===== config.mk =====
export PLATFORM = sky130hd
export DESIGN_NAME = ysyx_23060025_ifu_fetch_queue
export DESIGN_NICKNAME = d
export VERILOG_FILES = /design/src/rtl/ysyx_23060025_ifu_fetch_queue_pkg.sv /design/src/rtl/ysyx_23060025_ifu_fetch_queue_ibuf.sv /design/src/rtl/ysyx_23060025_ifu_fetch_queue.sv
export SDC_FILE = /design/constraint.sdc
export NUM_CORES = 1
export LEC_CHECK = 0
export CAP_MARGIN = 20
export CORE_MARGIN = 4
export CORE_UTILIZATION = 45
export DETAILED_ROUTE_END_ITERATION = 8
export HOLD_SLACK_MARGIN = 0.15
export PLACE_DENSITY = 0.79
export SLEW_MARGIN = 15
export SYNTH_ARGS = -nofsm -noshare
export SYNTH_HDL_FRONTEND = slang
export SYNTH_SLANG_ARGS = --single-unit

===== constraint.sdc =====
create_clock -name clock -period 10.4 [get_ports clock]
set_clock_uncertainty 0.2 [all_clocks]
set_input_delay 1.04 -clock clock [delete_from_list [all_inputs] [get_ports clock]]
set_output_delay 1.04 -clock clock [all_outputs]
set_load 0.02 [all_outputs]

===== src/rtl/ysyx_23060025_ifu_fetch_queue_pkg.sv =====
// ============================================================================
// Module  : ysyx_23060025_ifu_fetch_queue_pkg
// Brief   : Shared constants and FSM encoding for the IFU fetch queue.
// Revision: 1.0  initial release
// ============================================================================
`default_nettype none

package ysyx_23060025_ifu_fetch_queue_pkg;

  localparam int          FS_TO_DS_DATA_BUS  = 64;
  localparam logic [31:0] PC_RESET_VAL_SUB_4 = 32'h1BFF_FFFC;

  typedef enum logic [1:0] {
    S_IDLE  = 2'd0,
    S_WAIT  = 2'd1,
    S_DRAIN = 2'd2
  } fs_state_e;

endpackage

`default_nettype wire


===== src/rtl/ysyx_23060025_ifu_fetch_queue_ibuf.sv =====
// ============================================================================
// Module  : ysyx_23060025_ifu_fetch_queue_ibuf
// Brief   : Synchronous power-of-2 FIFO with clear; caller never pops when
//           empty nor pushes when full without a simultaneous pop.
// Revision: 1.0  initial release
// ============================================================================
`default_nettype none

module ysyx_23060025_ifu_fetch_queue_ibuf #(
  parameter  int DW    = 64,
  parameter  int DEPTH = 4,
  localparam int AW    = $clog2(DEPTH),
  localparam int CW    = AW + 1
) (
  input  logic          clock,
  input  logic          reset,
  input  logic          push_i,
  input  logic          pop_i,
  input  logic          clear_i,
  input  logic [DW-1:0] wdata_i,
  output logic [DW-1:0] rdata_o,
  output logic          full_o,
  output logic          empty_o,
  output logic [CW-1:0] count_o
);

  logic [DW-1:0] mem_q [DEPTH];
  logic [AW-1:0] wptr_q;
  logic [AW-1:0] rptr_q;
  logic [CW-1:0] count_q;

  always_ff @(posedge clock) begin
    if (reset || clear_i) begin
      wptr_q  <= '0;
      rptr_q  <= '0;
      count_q <= '0;
    end else begin
      if (push_i) wptr_q <= wptr_q + 1'b1;
      if (pop_i)  rptr_q <= rptr_q + 1'b1;
      count_q <= count_q + CW'(push_i) - CW'(pop_i);
    end
  end

  always_ff @(posedge clock) begin
    if (push_i && !clear_i) mem_q[wptr_q] <= wdata_i;
  end

  assign rdata_o = mem_q[rptr_q];
  assign empty_o = (count_q == '0);
  assign full_o  = (count_q == CW'(DEPTH));
  assign count_o = count_q;

endmodule

`default_nettype wire


===== src/rtl/ysyx_23060025_ifu_fetch_queue.sv =====
// ============================================================================
// Module  : ysyx_23060025_ifu_fetch_queue
// Brief   : Fetch stage with one outstanding icache request and an {inst,pc}
//           queue toward IDU. Macro IFU_IBUF_BYPASS_EN enables 0-cycle bypass.
// Revision: 1.0  initial release
// ============================================================================
`default_nettype none

module ysyx_23060025_ifu_fetch_queue
  import ysyx_23060025_ifu_fetch_queue_pkg::*;
#(
  parameter int                    ADDR_WIDTH  = 32,
  parameter int                    DATA_WIDTH  = 32,
  parameter int                    IBUF_DEPTH  = 4,
  parameter logic [ADDR_WIDTH-1:0] RESET_PC_M4 = ADDR_WIDTH'(PC_RESET_VAL_SUB_4)
) (
  input  logic                             clock,
  input  logic                             reset,
  input  logic                             bpu_valid_i,
  input  logic [ADDR_WIDTH-1:0]            bpu_pc_predict_i,
  input  logic                             jmp_flag_i,
  input  logic [ADDR_WIDTH-1:0]            jmp_target_i,
  input  logic                             csr_jmp_i,
  input  logic [ADDR_WIDTH-1:0]            csr_pc_i,
  input  logic                             idu_flush_i,
  input  logic [ADDR_WIDTH-1:0]            idu_flush_pc_i,
  input  logic                             ds_allowin_i,
  output logic                             fs_to_ds_valid_o,
  output logic [DATA_WIDTH+ADDR_WIDTH-1:0] if_to_id_bqu_bus_o,
  output logic                             out_psel,
  output logic [ADDR_WIDTH-1:0]            out_paddr,
  input  logic                             out_pready,
  input  logic [DATA_WIDTH-1:0]            out_prdata
);

  localparam int BUS_W = DATA_WIDTH + ADDR_WIDTH;
  localparam int CNT_W = $clog2(IBUF_DEPTH) + 1;

  fs_state_e             state_q, state_d;
  logic [ADDR_WIDTH-1:0] paddr_q, paddr_d;
  logic [ADDR_WIDTH-1:0] tgt_q, tgt_d;
  logic                  pend_q, pend_d;

  logic                  redir;
  logic [ADDR_WIDTH-1:0] redir_pc;
  logic [ADDR_WIDTH-1:0] nextpc;
  logic                  resp_ok;
  logic [BUS_W-1:0]      resp_bus;
  logic                  ibuf_push, ibuf_push_ok, ibuf_pop;
  logic                  ibuf_full, ibuf_empty;
  logic [CNT_W-1:0]      ibuf_count, cnt_after;
  logic [BUS_W-1:0]      ibuf_rdata;
  logic                  issue_ok;

  always_comb begin
    redir_pc = jmp_target_i;
    if (csr_jmp_i)   redir_pc = csr_pc_i;
    if (idu_flush_i) redir_pc = idu_flush_pc_i;
  end

  assign redir    = idu_flush_i | csr_jmp_i | jmp_flag_i;
  // A held target (from reset or an idle-time redirect) beats the prediction.
  assign nextpc   = redir ? redir_pc : (pend_q ? tgt_q : bpu_pc_predict_i);
  assign resp_ok  = (state_q == S_WAIT) & out_pready & ~redir;
  assign resp_bus = {out_prdata, paddr_q};
  assign ibuf_pop = ~ibuf_empty & ds_allowin_i;

`ifdef IFU_IBUF_BYPASS_EN
  logic bypass;
  assign bypass             = resp_ok & ibuf_empty;
  assign fs_to_ds_valid_o   = ~ibuf_empty | bypass;
  assign if_to_id_bqu_bus_o = ibuf_empty ? resp_bus : ibuf_rdata;
  assign ibuf_push          = resp_ok & ~(bypass & ds_allowin_i);
`else
  assign fs_to_ds_valid_o   = ~ibuf_empty;
  assign if_to_id_bqu_bus_o = ibuf_rdata;
  assign ibuf_push          = resp_ok;
`endif

  assign ibuf_push_ok = ibuf_push & (~ibuf_full | ibuf_pop);
  // Occupancy after this cycle; a new request needs a free slot for its reply.
  assign cnt_after    = redir ? '0 : ibuf_count + CNT_W'(ibuf_push_ok) - CNT_W'(ibuf_pop);
  assign issue_ok     = bpu_valid_i & (cnt_after < CNT_W'(IBUF_DEPTH));

  ysyx_23060025_ifu_fetch_queue_ibuf #(
    .DW    (BUS_W),
    .DEPTH (IBUF_DEPTH)
  ) u_ibuf (
    .clock   (clock),
    .reset   (reset),
    .push_i  (ibuf_push_ok),
    .pop_i   (ibuf_pop),
    .clear_i (redir),
    .wdata_i (resp_bus),
    .rdata_o (ibuf_rdata),
    .full_o  (ibuf_full),
    .empty_o (ibuf_empty),
    .count_o (ibuf_count)
  );

  always_comb begin
    state_d = state_q;
    paddr_d = paddr_q;
    tgt_d   = tgt_q;
    pend_d  = pend_q;
    case (state_q)
      S_IDLE: begin
        if (issue_ok) begin
          paddr_d = nextpc;
          pend_d  = 1'b0;
          state_d = S_WAIT;
        end else if (redir) begin
          tgt_d  = redir_pc;
          pend_d = 1'b1;
        end
      end
      S_WAIT: begin
        if (out_pready) begin
          if (redir) begin
            paddr_d = redir_pc;
            pend_d  = 1'b0;
          end else if (issue_ok) begin
            paddr_d = nextpc;
            pend_d  = 1'b0;
          end else begin
            state_d = S_IDLE;
          end
        end else if (redir) begin
          tgt_d   = redir_pc;
          pend_d  = 1'b1;
          state_d = S_DRAIN;
        end
      end
      S_DRAIN: begin
        // The stale reply is dropped; the redirect target goes out right away.
        if (out_pready) begin
          paddr_d = redir ? redir_pc : tgt_q;
          pend_d  = 1'b0;
          state_d = S_WAIT;
        end else if (redir) begin
          tgt_d = redir_pc;
        end
      end
      default: state_d = S_IDLE;
    endcase
  end

  always_ff @(posedge clock) begin
    if (reset) begin
      state_q <= S_IDLE;
      paddr_q <= RESET_PC_M4;
      tgt_q   <= RESET_PC_M4 + ADDR_WIDTH'(4);
      pend_q  <= 1'b1;
    end else begin
      state_q <= state_d;
      paddr_q <= paddr_d;
      tgt_q   <= tgt_d;
      pend_q  <= pend_d;
    end
  end

  assign out_psel  = (state_q != S_IDLE);
  assign out_paddr = paddr_q;

endmodule

`default_nettype wire

======== After elaboration in Yosys (flattened, before gate mapping) ========
Memories as Yosys holds them, arrays and structs flattened. A register that Yosys moved wholly into a read port is not among the register bits.
Index checks and enable logic that the tools add are counted.
Widths: inputs -> output; s select.
storage, ports and cells
  memories ................................ 1
  flip-flop bits (word level) ............. 74
  word-level logic and storage cells ...... 81
  memory bits (writable) .................. 256
  input port bits ......................... 168
memories
  name          words  width  rd ports  clocked after Yosys merged registers in  wr ports  RTL line                                  source
  u_ibuf.mem_q  4      64     1         1                                        1         ysyx_23060025_ifu_fetch_queue_ibuf.sv:27  logic [DW-1:0] mem_q [DEPTH];
cells by class
  $add $sub $neg .......................... 4
  bitwise logic cells ..................... 11
  mux-type cells .......................... 32
  reduce and logical (&&, ||, !) cells .... 13
  equality and inequality tests ........... 12
  order comparisons ....................... 1
operators with widths
  kind                 count
  $mux 32              11
  $pmux 32 s3          1
  $pmux 32 s2          1
  $mux 2               8
  $ne 2x2->1 const B   5
  $ne 3x3->1 const B   3
  $reduce_and 3->1     3
  $mux 1               8
  $pmux 2 s3           1
  $and 1x1->1          5
  $reduce_and 5->1     1
  $add 2x1->2 const B  2
  $ne 4x4->1 const B   1
  $reduce_bool 2->1    2
  $add 3x1->3          1
  $eq 3x3->1 const B   1
  $logic_not 3->1      1
  $lt 3x3->1 const B   1
  $mux 3               1
  $not 1->1            3
  $or 1x1->1           3
  $pmux 1 s3           1
  $reduce_bool 3->1    1
  $sub 3x1->3          1
  other kinds (7)      7

======== Longest topological paths before layout ========
Gate-level depths: netlist (run 1).
  depth in word-level cells ............... 14
  mapped depth ............................ 15
  mapped depth without buffers ............ 11

======== By module ========
Synthesis (run 1) repeated with hierarchy kept, for this count alone.
second synthesis, totals
  cells, all modules ...................... 932
  area, all modules ....................... 14,360.0 µm²
modules (own cells, without submodules)
  module                              area an instance (µm²)  instances  cells an instance
  ysyx_23060025_ifu_fetch_queue_ibuf  9,768.1                 1          381
  ysyx_23060025_ifu_fetch_queue       4,591.9                 1          551

======== Worst setup path before layout (run 1) ========
No wires, ideal clock.
  path kind ............................... in2reg
  start ................................... input port jmp_flag_i
  end ..................................... memory u_ibuf.mem_q[0][0], enable pin
  setup time .............................. 429 ps
  arrival ................................. 3,541 ps
  stages on the path ...................... 5
  setup slack ............................. 6,230 ps
  cells stage by stage .................... buf_6 -> nor3_4 -> nand2_1 -> nor2_1 -> and2_1
on the way
  word-level cells in the longest chain between the ends .. 7
  elaborated cells on any way between the ends .. 8
  those cells by class .................... mux (2); bitwise (4); reduce/logical (2)
ends and longest elaborated chain
  item                              RTL line                                  source
  from (decl)                       ysyx_23060025_ifu_fetch_queue.sv:21       input logic jmp_flag_i,
  $or 1x1->1 (*)                    ysyx_23060025_ifu_fetch_queue.sv:61       assign redir = idu_flush_i | csr_jmp_i | jmp_flag_i;
  $not 1->1                         ysyx_23060025_ifu_fetch_queue.sv:64       assign resp_ok = (state_q == S_WAIT) & out_pready & ~redir;
  $and 1x1->1                       ysyx_23060025_ifu_fetch_queue.sv:64
  $and 1x1->1                       ysyx_23060025_ifu_fetch_queue.sv:80       assign ibuf_push_ok = ibuf_push & (~ibuf_full | ibuf_pop);
  $logic_and 1x1->1 (*)             ysyx_23060025_ifu_fetch_queue_ibuf.sv:45  if (push_i && !clear_i) mem_q[wptr_q] <= wdata_i;
  $mux 1 (*)                        ysyx_23060025_ifu_fetch_queue_ibuf.sv:45
  $mux 1 (not written as such) (*)  ysyx_23060025_ifu_fetch_queue_ibuf.sv:45
  to (decl)                         ysyx_23060025_ifu_fetch_queue_ibuf.sv:27
Every way passes the cells marked *; elsewhere a longest branch is shown, timed or not.

======== Final worst setup path (run 1) ========
  start ................................... input port jmp_flag_i
  end ..................................... register paddr_q[31], in the netlist out_paddr[31]
on the way
  word-level cells in the longest chain between the ends .. 13
  elaborated cells on any way between the ends .. 16
  those cells by class .................... add/sub (2); order compare (1); mux (8); bitwise (5)
ends and longest elaborated chain
  item                  RTL line                                                                    source
  $or 1x1->1 (*)        ysyx_23060025_ifu_fetch_queue.sv:61
  $not 1->1             ysyx_23060025_ifu_fetch_queue.sv:64
  $and 1x1->1           ysyx_23060025_ifu_fetch_queue.sv:64
  $and 1x1->1           ysyx_23060025_ifu_fetch_queue.sv:80
  $add 3x1->3           ysyx_23060025_ifu_fetch_queue.sv:82                                         assign cnt_after = redir ? '0 : ibuf_count + CNT_W'(ibuf_push_ok) - CNT_W'(ibuf_pop);
  $sub 3x1->3           ysyx_23060025_ifu_fetch_queue.sv:82
  $mux 3                ysyx_23060025_ifu_fetch_queue.sv:82
  $lt 3x3->1            ysyx_23060025_ifu_fetch_queue.sv:83                                         assign issue_ok = bpu_valid_i & (cnt_after < CNT_W'(IBUF_DEPTH));
  $and 1x1->1           ysyx_23060025_ifu_fetch_queue.sv:83
  $mux 32               ysyx_23060025_ifu_fetch_queue.sv:108, ysyx_23060025_ifu_fetch_queue.sv:122
  $mux 32               ysyx_23060025_ifu_fetch_queue.sv:119                                        if (redir) begin
  $mux 32               ysyx_23060025_ifu_fetch_queue.sv:118                                        if (out_pready) begin
  $pmux 32 s3 (*)       ysyx_23060025_ifu_fetch_queue.sv:106                                        case (state_q)
  to (signal assigned)  ysyx_23060025_ifu_fetch_queue.sv:156                                        paddr_q <= paddr_d;
  to (decl)             ysyx_23060025_ifu_fetch_queue.sv:40                                         logic [ADDR_WIDTH-1:0] paddr_q, paddr_d;
Every way passes the cells marked *; elsewhere a longest branch is shown, timed or not. The select of a mux whose other input is x is not followed.
A chain may end at the register's enable or synchronous reset.

==> summary.txt, run 1 <==
Status
  • Status: finished, final reports clean

Logic synthesis
  • Syn nets: 1297
  • Netlist Area Pre-Place: 0.0150 mm^2
  • Yosys cell types: 53
  • Post-synth top area cell: edfxtp_1
  • Yosys top cell area share: 51.4%
  • Synth Area per Inst: 13.4 um^2
  • Most used DFF post-synth: edfxtp_1
  • Warning count from the yosys run: 0
  • Post-Syn Instances: 1118
  • Sequential share of the synthesized area: 61.6%
  • Share of flip-flops with an asynchronous set or reset: 0%
  • Post-synthesis sequential element count: 332
  • Synth area leaders: edfxtp_1 51%, dfxtp_1 10%, mux4_2 9.6%
  • Post-synth EDFFs: 256

Cells and area
  • Register area: 0.00922 mm^2
  • # fillers: 2576
  • Antenna diodes: 0
  • Fin area: 0.0190 mm^2
  • Area of the multi-input gates: 0.00525 mm^2
  • Area grow syn2layout: 26.8%
  • Nets@finish: 1518
  • Cell Count, Final, Fillers Out: 1808
  • Share of layout cells above drive strength 1: 11.1%

Critical path
  • Startpoint class of the critical path: input pin
  • Crit end category: register
  • CP peak stage delay: 840 ps
  • CP Max Fanout: 64
  • Crit path buf inv count: 3
  • CP arrival: 5660 ps
  • CP cell instances: clkdlybuf4s50_1 -> buf_4 -> nor3_4 -> buf_4 -> nand2_1 -> nor2_1 -> ha_1 -> fa_1 -> xor3_2 -> o21ai_4 -> nand2_1 -> a21oi_1 -> a211oi_1
  • Critical path's slowest cell: o21ai_4
  • Delay-heaviest family, CP: simple AND/OR/NAND/NOR gates
  • Required time worst endpoint: 10580 ps
  • Critical path class: input pin to register

Clocking
  • Clock network latency to the later pin of the worst-skew pair: 510 ps
  • Root Driver: clkbuf_16
  • Post_cts resized: 0
  • Post-CTS Setup Repair Bufs: 0
  • Clock slew at reported path FFs: 60 ps
  • Clock buffer depth: 3
  • Clock Sinks: 332
  • CTS tree: built
  • # hold bufs at CTS: 0
  • CTS Buf Count: 35
  • Htree depth: 2

Placement
  • Placed insts: 1743
  • Port buffer count: 265
  • Hpwl dp: 24.4 mm
  • RD Place Congestion: 0.837
  • Placed Area: 0.0178 mm^2

Drt
  • DRC Markers: 0
  • WL final: 38.6 mm
  • Drt first pass iters: 5
  • Iteration-0 DRC Markers: 801
  • Avg WL per Cell: 21.3 um
  • Via count: 10700
  • Post-DR vias/cell: 5.89
  • Routed Antenna Nets: 0

Floorplan
  • Vert. Die Dim: 190 um
  • Die X: 190 um
  • Starting Density: 45.8%
  • Row count: 66
  • Ports: 266
  • Die footprint: 0.0362 mm^2
  • Core area: 0.0326 mm^2

Global routing
  • Wire length of the first global-routing pass: 60.1 mm
  • Largest net degree at the start of global routing: 86
  • Initial antenna violation count: 0
  • GRT overflow: 0
  • Number of global-route vias before repair: 10800
  • Total track usage: 20.8%

Power
  • Total power: 3.56 mW
  • Leakage power: 6.27 nW
  • Pwr Density: 188 mW/mm^2
  • Max rail drop VDD: 0.0000915 V

Hold path
  • Worst Hold Class: register to register

Timing
  • Fin. max-slew vios: 0
  • Setup Total Neg Slack: 0 ps
  • RSZ-0062 raised after global routing: no
  • Relative slew slack: 26.2%
  • Final hold viol count: 0
  • Slew @ Worst Pin: 1100 ps
  • Final period utilization: 52.7%
  • Tmin final: 5480 ps
  • Final setup violation count: 0
  • Fmax: 182 MHz

Run
  • Number of max-cap violations: 0
==> state kept, by name, indices dropped and copies added (netlist names), named ones only <==
signal / count
u_ibuf.rptr_q: 2
out_paddr: 32
pend_q: 1
u_ibuf.mem_q: 256
u_ibuf.wptr_q: 2
u_ibuf.count_o: 3
tgt_q: 32
state_q: 2
==> layer usage <==
metal / track usage (%) / routed length [um]
met5: 0 / 0
met4: 5.61 / 873
met3: 3.73 / 3000
met2: 34.7 / 18400
met1: 28.4 / 16300
==> area by class of cell <==
cell class                 instances  area share (%)
multi-input combinational        671            27.7
sequential                       332            48.6
clock buffer                      43            4.89
tap                              442            2.92
inverter                          20           0.396
clock inverter                    21           0.871
timing repair buffer             279            14.6
==> cell usage after synthesis, types with 14 or more instances <==
master,n
or3_1,29
dfxtp_1,76
a21oi_1,63
nand2_1,14
nor3_1,39
a22o_1,30
buf_2,28
inv_1,20
edfxtp_1,256
mux2i_1,34
o21ai_0,40
nor2b_1,27
clkbuf_1,58
nor4_1,26
nand3_1,32
a31oi_1,80
nor2_1,85
mux4_2,64
nand3b_1,31
==> logic make-up (layout without fill, tap and decap cells) <==
kind of cell	after synthesis	in the layout	share of synthesized area [%]
multiplexers	98	98	11.9
AND/OR/NAND/NOR	301	301	10.7
flip-flops	332	332	61.6
adder cells (fa/ha/maj)	11	11	0.971
AO/OA/AOI/OAI	257	257	11.0
XOR/XNOR	4	4	0.343
buffers and inverters	115	363	3.45
==> path summary, 6_finish.rpt <==
check	to	cells after the start	slack, ps	start
max	out_paddr[31]$_SDFFE_PP0P_	13	4920	jmp_flag_i
min	tgt_q[1]$_SDFFE_PP0P_	2	300	tgt_q[1]$_SDFFE_PP0P_
max reg2reg	out_paddr[31]$_SDFFE_PP0P_	11	6300	u_ibuf.count_o[1]$_SDFF_PP0_
min reg2reg	tgt_q[1]$_SDFFE_PP0P_	2	300	tgt_q[1]$_SDFFE_PP0P_
==> through the flow <==
stage	utilization, %	worst slack [ps]	hold slack (ps)
6_report	58.1	4920	295
4_1_cts	58.0	4960	292
3_5_place_dp	54.7	4430	284
2_1_floorplan	-	6230	247
3_3_place_gp	54.7	4620	274
5_1_grt	58.1	4600	324
==> power by group <==
| group | switching [mW] | internal, mW |
|---|---|---|
| Combinational | 0.365 | 0.293 |
| Clock | 0.500 | 0.688 |
| Sequential | 0.155 | 1.56 |
==> placed cells by master, fill, tap and decap left out, types with 6 or more instances in the layout <==
cell             count
nor3_1              39
clkbuf_1             7
a22o_1              30
nor2b_1             27
nand2_1             14
buf_4               12
ha_1                 8
clkbuf_16           36
edfxtp_1           256
o211ai_1             6
clkinv_1             6
mux2i_1             34
clkinv_2            10
clkdlybuf4s50_1    263
or3_1               29
dfxtp_1             73
inv_1               20
mux4_2              64
nand3b_1            31
nor4_1              26
o31ai_1              7
o21ai_0             40
nor2_1              85
nand3_1             32
a31oi_1             79
a211oi_1            11
a21oi_1             63
==> worst min-delay path, stage by stage, from the launching register on <==
cell,delay [ps]
dfxtp_1,330
nand2_1,60
o31ai_1,60
No activity file was read; power rests on OpenSTA's default activity.
==> run 2: changes to the inputs <==
- clock period: 10.4 -> 5.6 ns (I/O delays scaled with it)
==> summary.txt, run 2 (synthesis results as in run 1) <==
Clocking
  • Clock Sinks: 332
  • CTS tree: built
  • Htree depth: 2
  • Clock slew at reported path FFs: 60 ps
  • Root Driver: clkbuf_16
  • Post_cts resized: 0
  • Post-CTS Setup Repair Bufs: 0
  • CTS Buf Count: 36
  • Clock buffer depth: 3
  • # hold bufs at CTS: 0
  • Clock network latency to the later pin of the worst-skew pair: 510 ps

Drt
  • WL final: 38.2 mm
  • Iteration-0 DRC Markers: 935
  • DRC Markers: 0
  • Post-DR vias/cell: 5.88
  • Routed Antenna Nets: 0
  • Avg WL per Cell: 21.1 um
  • Via count: 10600
  • Drt first pass iters: 5

Floorplan
  • Ports: 266
  • Row count: 66
  • Starting Density: 45.8%
  • Vert. Die Dim: 190 um
  • Die footprint: 0.0362 mm^2
  • Core area: 0.0326 mm^2
  • Die X: 190 um

Global routing
  • Total track usage: 20.6%
  • Number of global-route vias before repair: 10600
  • Initial antenna violation count: 0
  • Wire length of the first global-routing pass: 59.1 mm
  • Largest net degree at the start of global routing: 86
  • GRT overflow: 0

Critical path
  • Startpoint class of the critical path: input pin
  • Critical path's slowest cell: o21ai_4
  • Crit path depth: 13
  • Crit end category: register
  • R2R cell count: 12
  • CP peak stage delay: 750 ps
  • CP cell instances: clkdlybuf4s50_1 -> buf_4 -> nor3_4 -> nand2_1 -> nor2_1 -> ha_1 -> fa_1 -> xor3_2 -> o21ai_4 -> buf_4 -> nand2_1 -> a21oi_1 -> a211oi_1
  • Delay-heaviest family, CP: buffers and inverters
  • CP arrival: 4340 ps
  • Reg2reg start: u_ibuf.count_o[1]$_SDFF_PP0_
  • Required time worst endpoint: 5790 ps
  • Critical path endpoint: out_paddr[31]$_SDFFE_PP0P_
  • Critical path class: input pin to register
  • CP Max Fanout: 34
  • R2r setup slk: 1620 ps
  • Crit path from: jmp_flag_i
  • Crit path buf inv count: 3
  • RR Endpoint: out_paddr[31]$_SDFFE_PP0P_

Placement
  • Hpwl dp: 24.4 mm
  • Placement Setup Slack: 954 ps
  • Placed Area: 0.0179 mm^2
  • Port buffer count: 265
  • RD Place Congestion: 0.869

Cells and area
  • Share of layout cells above drive strength 1: 11.3%
  • Most flop-heavy register: u_ibuf.mem_q
  • Largest register FFs: 256
  • Antenna diodes: 0
  • Most common cell after layout, fill and taps aside: clkdlybuf4s50_1
  • Nets@finish: 1519
  • Fin area: 0.0190 mm^2
  • Area grow syn2layout: 26.8%
  • # fillers: 2510
  • Most frequent cells in the layout: 263 x clkdlybuf4s50_1, 256 x edfxtp_1, 85 x nor2_1
  • Fin util: 58.1%

Power
  • Pwr Density: 350 mW/mm^2
  • Leakage power: 6.26 nW
  • Max rail drop VDD: 0.000189 V

Timing
  • Fmax: 241 MHz
  • Setup Total Neg Slack: 0 ps
  • Final period utilization: 74.2%
  • Relative slew slack: 22.9%
  • Final setup violation count: 0
  • Fin. max-slew vios: 0
  • Final hold viol count: 0
  • Slew @ Worst Pin: 1160 ps
  • Tmin final: 4150 ps
  • RSZ-0062 raised after global routing: no
  • PnR worst setup slack: 1450 ps

Hold path
  • Worst Hold Class: register to register

Run
  • Number of max-cap violations: 0

Status
  • Status: finished, final reports clean
==> run 2: power by group <==
| group | switching (mW) | total [mW] | internal (mW) | leakage, nW |
|---|---|---|---|---|
| registers | 0.306 | 3.21 | 2.90 | 2.92 |
| clock network | 0.945 | 2.23 | 1.29 | 0.540 |
| logic | 0.654 | 1.19 | 0.539 | 2.81 |
==> run 2: worst min-delay path by stage <==
stage	from	endpoint	slack [ps]	cells past startpoint
finish	tgt_q[1]$_SDFFE_PP0P_	tgt_q[1]$_SDFFE_PP0P_	290	2
global route	tgt_q[0]$_SDFFE_PP0P_	tgt_q[0]$_SDFFE_PP0P_	320	2
global placement	tgt_q[1]$_SDFFE_PP0P_	tgt_q[1]$_SDFFE_PP0P_	280	2
detailed placement	tgt_q[1]$_SDFFE_PP0P_	tgt_q[1]$_SDFFE_PP0P_	280	2
CTS	tgt_q[1]$_SDFFE_PP0P_	tgt_q[1]$_SDFFE_PP0P_	290	2
floorplan	tgt_q[0]$_SDFFE_PP0P_	tgt_q[0]$_SDFFE_PP0P_	250	2
==> run 2: metal layers <==
layer | track usage [%] | vias up | routed length, um
li1 | - | 4842 | -
met1 | 28.3 | 5203 | 16100
met2 | 34.0 | 528 | 18100
met3 | 4.08 | 54 | 3210
met4 | 5.25 | 0 | 767
met5 | 0 | - | 0
==> run 2: through the flow <==
step | cells | hold WS, ps | total power, mW
CTS | 1808 | 286 | 6.68
global placement | 1744 | 277 | 4.39
finish | 1808 | 293 | 6.63
floorplan | 1118 | 247 | 3.83
global route | 1808 | 325 | 6.91
detailed placement | 1744 | 277 | 4.44
==> run 2: layout make-up <==
class / instances / area [um^2] / area share, %
multi-input combinational: 671 / 5250 / 27.7
tap: 442 / 553 / 2.92
clock buffer: 42 / 927 / 4.89
timing repair buffer: 279 / 2760 / 14.6
inverter: 20 / 75.1 / 0.396
clock inverter: 22 / 183 / 0.963
sequential: 332 / 9220 / 48.6
==> run 2: tightest hold or removal path, stage by stage, from the launching register on <==
cell	delay [ps]
dfxtp_1	320
nand2_1	60
o31ai_1	60
